## config.mk

```make
export PLATFORM = sky130hd
export DESIGN_NAME = sync_generator_param
export DESIGN_NICKNAME = d
export VERILOG_FILES = /design/src/rtl/sync_generator_param.sv
export SDC_FILE = /design/constraint.sdc
export NUM_CORES = 1
export LEC_CHECK = 0
export ABC_AREA = 0
export CORE_ASPECT_RATIO = 1.75
export CORE_MARGIN = 5
export CORE_UTILIZATION = 50
export CTS_CLUSTER_SIZE = 8
export DETAILED_ROUTE_END_ITERATION = 8
export GPL_ROUTABILITY_DRIVEN = 0
export PLACE_DENSITY = 0.73
export SETUP_SLACK_MARGIN = 0.15
export SLEW_MARGIN = 10
export SYNTH_ARGS = -nofsm -noshare
export SYNTH_HDL_FRONTEND = slang
export SYNTH_SLANG_ARGS = --single-unit
```

## constraint.sdc

```tcl
create_clock -name clk -period 2.65 [get_ports clk]
set_input_delay 0.265 -clock clk [delete_from_list [all_inputs] [get_ports clk]]
set_output_delay 0.265 -clock clk [all_outputs]
set_load 0.05 [all_outputs]
```

## src/rtl/sync_generator_param.sv

```systemverilog
// Parametrised raster timing generator: hsync/vsync, blank/de, pixel
// coordinates and line/frame start strobes for any standard video mode.
// Optional pixel clock-enable input is built when SYNC_GEN_PIXEL_CE_EN is defined.
module sync_generator_param #(
  parameter int unsigned H_ACTIVE  = 800,
  parameter int unsigned H_FP      = 40,
  parameter int unsigned H_SYNC    = 128,
  parameter int unsigned H_BP      = 88,
  parameter int unsigned V_ACTIVE  = 600,
  parameter int unsigned V_FP      = 1,
  parameter int unsigned V_SYNC    = 4,
  parameter int unsigned V_BP      = 23,
  parameter bit          HSYNC_POL = 1'b1,
  parameter bit          VSYNC_POL = 1'b1,
  parameter int unsigned CW        = 12
) (
  input  logic          clk,
  input  logic          reset,
`ifdef SYNC_GEN_PIXEL_CE_EN
  input  logic          ce,
`endif
  output logic          hsync,
  output logic          vsync,
  output logic          blank,
  output logic          de,
  output logic [CW-1:0] hc,
  output logic [CW-1:0] vc,
  output logic          line_start,
  output logic          frame_start
);

  localparam int unsigned H_TOTAL      = H_ACTIVE + H_FP + H_SYNC + H_BP;
  localparam int unsigned V_TOTAL      = V_ACTIVE + V_FP + V_SYNC + V_BP;
  localparam int unsigned H_SYNC_START = H_ACTIVE + H_FP;
  localparam int unsigned H_SYNC_END   = H_SYNC_START + H_SYNC;
  localparam int unsigned V_SYNC_START = V_ACTIVE + V_FP;
  localparam int unsigned V_SYNC_END   = V_SYNC_START + V_SYNC;

  logic          adv;
  logic [CW-1:0] hc_nxt;
  logic [CW-1:0] vc_nxt;
  logic [31:0]   hx;
  logic [31:0]   vx;
  logic          hs_act;
  logic          vs_act;
  logic          blank_nxt;

`ifdef SYNC_GEN_PIXEL_CE_EN
  assign adv = ce;
`else
  assign adv = 1'b1;
`endif

  // Position the counters will show after the next edge.
  always_comb begin
    hc_nxt = hc;
    vc_nxt = vc;
    if (adv) begin
      if (hc == CW'(H_TOTAL - 1)) begin
        hc_nxt = '0;
        if (vc == CW'(V_TOTAL - 1)) begin
          vc_nxt = '0;
        end else begin
          vc_nxt = vc + CW'(1);
        end
      end else begin
        hc_nxt = hc + CW'(1);
      end
    end
  end

  // Decode the upcoming position so every registered output lines up with hc/vc.
  always_comb begin
    hx        = 32'(hc_nxt);
    vx        = 32'(vc_nxt);
    hs_act    = (hx >= H_SYNC_START) && (hx < H_SYNC_END);
    vs_act    = (vx >= V_SYNC_START) && (vx < V_SYNC_END);
    blank_nxt = (hx >= H_ACTIVE) || (vx >= V_ACTIVE);
  end

  // Position and decoded timing registers; reset loads the (0,0) state.
  always_ff @(posedge clk) begin
    if (reset) begin
      hc          <= '0;
      vc          <= '0;
      hsync       <= ~HSYNC_POL;
      vsync       <= ~VSYNC_POL;
      blank       <= 1'b0;
      de          <= 1'b1;
      line_start  <= 1'b1;
      frame_start <= 1'b1;
    end else begin
      hc          <= hc_nxt;
      vc          <= vc_nxt;
      hsync       <= HSYNC_POL ? hs_act : ~hs_act;
      vsync       <= VSYNC_POL ? vs_act : ~vs_act;
      blank       <= blank_nxt;
      de          <= ~blank_nxt;
      // Strobes last a single clk cycle even when ce stalls on position 0.
      line_start  <= adv && (hc_nxt == '0);
      frame_start <= adv && (hc_nxt == '0) && (vc_nxt == '0);
    end
  end

endmodule

```

==> results of run 1 <==
-- critical path, delay by kind of cell (launching register included) --
kind / cells / cell delay (ns)
fa+ha+maj: 1 / 0.22
simple gates: 6 / 1.33
compound gates: 1 / 0.32
flops: 1 / 0.37
-- power groups by stage --
| stage | clock network, W | registers (W) | logic, W |
|---|---|---|---|
| global placement | 0 | 0.000476 | 0.0000643 |
| floorplan | 0 | 0.000500 | 0.0000193 |
| detailed placement | 0 | 0.000477 | 0.0000645 |
| global route | 0.000401 | 0.000468 | 0.0000693 |
| CTS | 0.000382 | 0.000467 | 0.0000647 |
| finish | 0.000379 | 0.000467 | 0.0000644 |
-- repair_timing --
action	in CTS	in global routing
endpoints found under the hold margin	0	0
resized for setup	0	6
endpoints found under the setup margin	0	4
-- registers in the layout, summed over array words and instances (netlist names) --
| register | cells |
|---|---|
| vsync | 1 |
| hsync | 1 |
| frame_start | 1 |
| vc | 12 |
| blank | 1 |
| de | 1 |
| line_start | 1 |
| hc | 12 |
-- metal layers --
metal  vias up  part of all wire  global-route usage
li1        794                 -                   -
met1       797              0.34               0.219
met5         -                 0                   0
met2        66              0.59               0.424
met4         0             0.026               0.104
met3        13             0.048              0.0360
-- final timing paths --
kind,cells after the start,slack (ns),to
setup / recovery,8,0.29,blank
hold / removal,1,0.46,hc[0]
setup reg to reg,8,0.29,blank
hold reg to reg,1,0.46,hc[0]
-- area by class of cell --
cell class / instances / area share
Clock buffer: 7 / 0.0399
Clock inverter: 1 / 0.00231
Inverter: 2 / 0.00347
Multi-Input combinational cell: 157 / 0.488
Sequential cell: 30 / 0.282
Tap cell: 45 / 0.0260
Timing Repair Buffer: 35 / 0.157
-- metrics by stage --
step / hold slack, ns / util / instances / total power, W / instance area [um2]
4_1_cts: 0.464 / 0.641 / 277 / 0.000914 / 2130
3_5_place_dp: 0.452 / 0.614 / 269 / 0.000541 / 2040
3_3_place_gp: 0.440 / 0.614 / 269 / 0.000540 / 2040
6_report: 0.464 / 0.650 / 277 / 0.000910 / 2160
2_1_floorplan: 0.546 / - / 199 / 0.000519 / 1710
5_1_grt: 0.488 / 0.650 / 277 / 0.000939 / 2160
-- logic make-up after synthesis --
family / Yosys count / synth area share
DFF: 30 / 0.355
xor gates and xnor gates: 15 / 0.0776
AOI/OAI and AO/OA: 36 / 0.154
and+or+nand+nor: 103 / 0.349
muxes: 1 / 0.00665
adders and majority gates: 2 / 0.0148
buffers and inverters: 12 / 0.0436
-- synthesized netlist by cell type, types with 3 or more instances --
library cell / number / area (um2)
nand3_1: 11 / 55.1
nor2_1: 25 / 93.8
clkbuf_1: 3 / 11.3
o21a_1: 3 / 22.5
a31oi_1: 3 / 18.8
nand4_1: 4 / 25.0
xnor2_1: 9 / 78.8
nor4_1: 3 / 18.8
nor2b_1: 4 / 25.0
a21oi_1: 7 / 35.0
and3_1: 6 / 37.5
and4_1: 3 / 26.3
nand2_1: 15 / 56.3
dfxtp_1: 30 / 601
xor2_1: 6 / 52.6
nor3_1: 15 / 75.1
o21ai_0: 5 / 25.0
buf_4: 3 / 22.5
nor4_2: 4 / 50.1
==> summary.md, run 1 <==
| Metric | Value |
|---|---|
| Status | `completed` |
| Tmin final | `2.36 ns` |
| Max frequency | `423 MHz` |
| Ys Warns | `0` |
| Commonest non-fill, non-tap cells in the layout | `clkdlybuf4s50_1, dfxtp_1, nor2_1` |
| Synth cell types | `48` |
| GRT Total Usage | `0.223` |
| Cell Chain, Critical Path | `ha_1 > and4_2 > and3_4 > nand2_1 > o31a_1 > and3_1 > and4_4 > or2_1` |
| Die area | `4700 um2` |
| Post-CTS setup buffers | `0` |
| Drc violations | `0` |
| Power Dens Cells | `421 nW/um2` |
| Worst vdd ir | `479 uV` |
| Avg Cell Area, Syn | `8.51 um2` |
| Worst path slowest cell | `dfxtp_4` |
| RSZ-0062 raised after global routing | `true` |
| Die X | `54.0 um` |
| Final Cycle Share | `0.892` |
| Ys async rst share | `0` |
| Ys flop type | `dfxtp_1` |
| WS Path Type | `reg2reg` |
| Nets@finish | `235` |
| Synth-to-layout area growth | `27.7%` |
| Fin Setup TNS | `0 ns` |
| Critical Path RT | `2.82 ns` |
| Syn_nets | `203` |
| Max-Cap Viols | `0` |
| Register area | `611 um2` |
| H-Tree Depth | `2` |
| Leak | `0.719 nW` |
| First-pass GRT wire length | `7.69 mm` |
| Core Region | `3330 um2` |
| Switching Fraction | `0.242` |
| Synth Instances | `199` |
| 1st-iter DRT viols | `50` |
| Number of global-route vias before repair | `1620` |
| Initial core utilization | `0.509` |
| Root Buffer | `clkbuf_8` |
| Routed vias/inst | `6.03` |
| Setup violators final | `0` |
| Port Buffer Count | `31` |
| Crit path largest cell delay | `0.37 ns` |
| Clock skew | `0.00814 ns` |
| Commonest non-fill, non-tap cell in the layout | `clkdlybuf4s50_1` |
| CTS clock-pin slew for the worst setup and hold paths | `0.06 ns` |
| Clock share of power | `0.416` |
| Critical Path Start Type | `register` |
| Slew Viols, Final | `0` |
| Die H | `87.0 um` |
| Worst Path Arrival | `2.53 ns` |
| Post-Place Setup Slack | `0.202 ns` |
| Gate power share | `0.071` |
| Worst-margin pin slew | `0.542 ns` |
| Critical path capture point type | `register` |
| Clock sink total | `30` |
| Clock latency on the worst-skew pair | `0.28 ns` |
| Number of buffers created by CTS | `5` |
| Post-synth EDFFs | `0` |
| Reg2reg start | `hc[0]` |
| N_diodes | `0` |
| HPWL Detailed | `3.63 mm` |
| Sequential-to-total area share from yosys stat | `0.355` |
| CTS max path bufs | `2` |
| DR WL/cell | `17.2 um` |
| CTS Hold Buffers Added | `0` |
| Final wirelength | `4.77 mm` |
| Routed Antenna Nets | `0` |
| Hold Crit Start | `hc[0]` |
| Layout cells sized above 1 | `0.142` |
| Pint | `0.000690 W` |
| #FFs+latches synth | `30` |
| Vias | `1670` |
| CP Max Fanout | `15` |
| Setup crit start | `hc[0]` |
| Endpoints failing hold | `0` |
| Sw Pwr | `0.000220 W` |
| Grt total ovfl | `0` |
| CTS tree | `built` |
| Sequential Power Share | `0.513` |
| Synthesized area | `1690 um2` |
| Cell Rows | `28` |
| Largest net degree at the start of global routing | `17` |
| Worst setup margin | `0.287 ns` |
| Worst hold path type | `reg2reg` |
| Fillers | `289` |
| Slew HR | `0.638` |
| Initial antenna violation count | `0` |
| Multi-input gate area | `1060 um2` |
| I/O pins | `32` |
| Pre-Repair DR Iteration Count | `4` |
(Power assumes the default switching activity.)
==> run 2, diff against run 1 <==
Settings changed: CTS_CLUSTER_DIAMETER set to 120.
==> results of run 2 <==
Same layout as run 1: the final DEF is identical, and so are final timing and power.
==> run 3, diff against run 2 <==
Settings changed: CAP_MARGIN set to 10, SKIP_CTS_REPAIR_TIMING set to 1.
==> results of run 3 <==
Same layout as run 1: the final DEF is identical, and so are final timing and power.
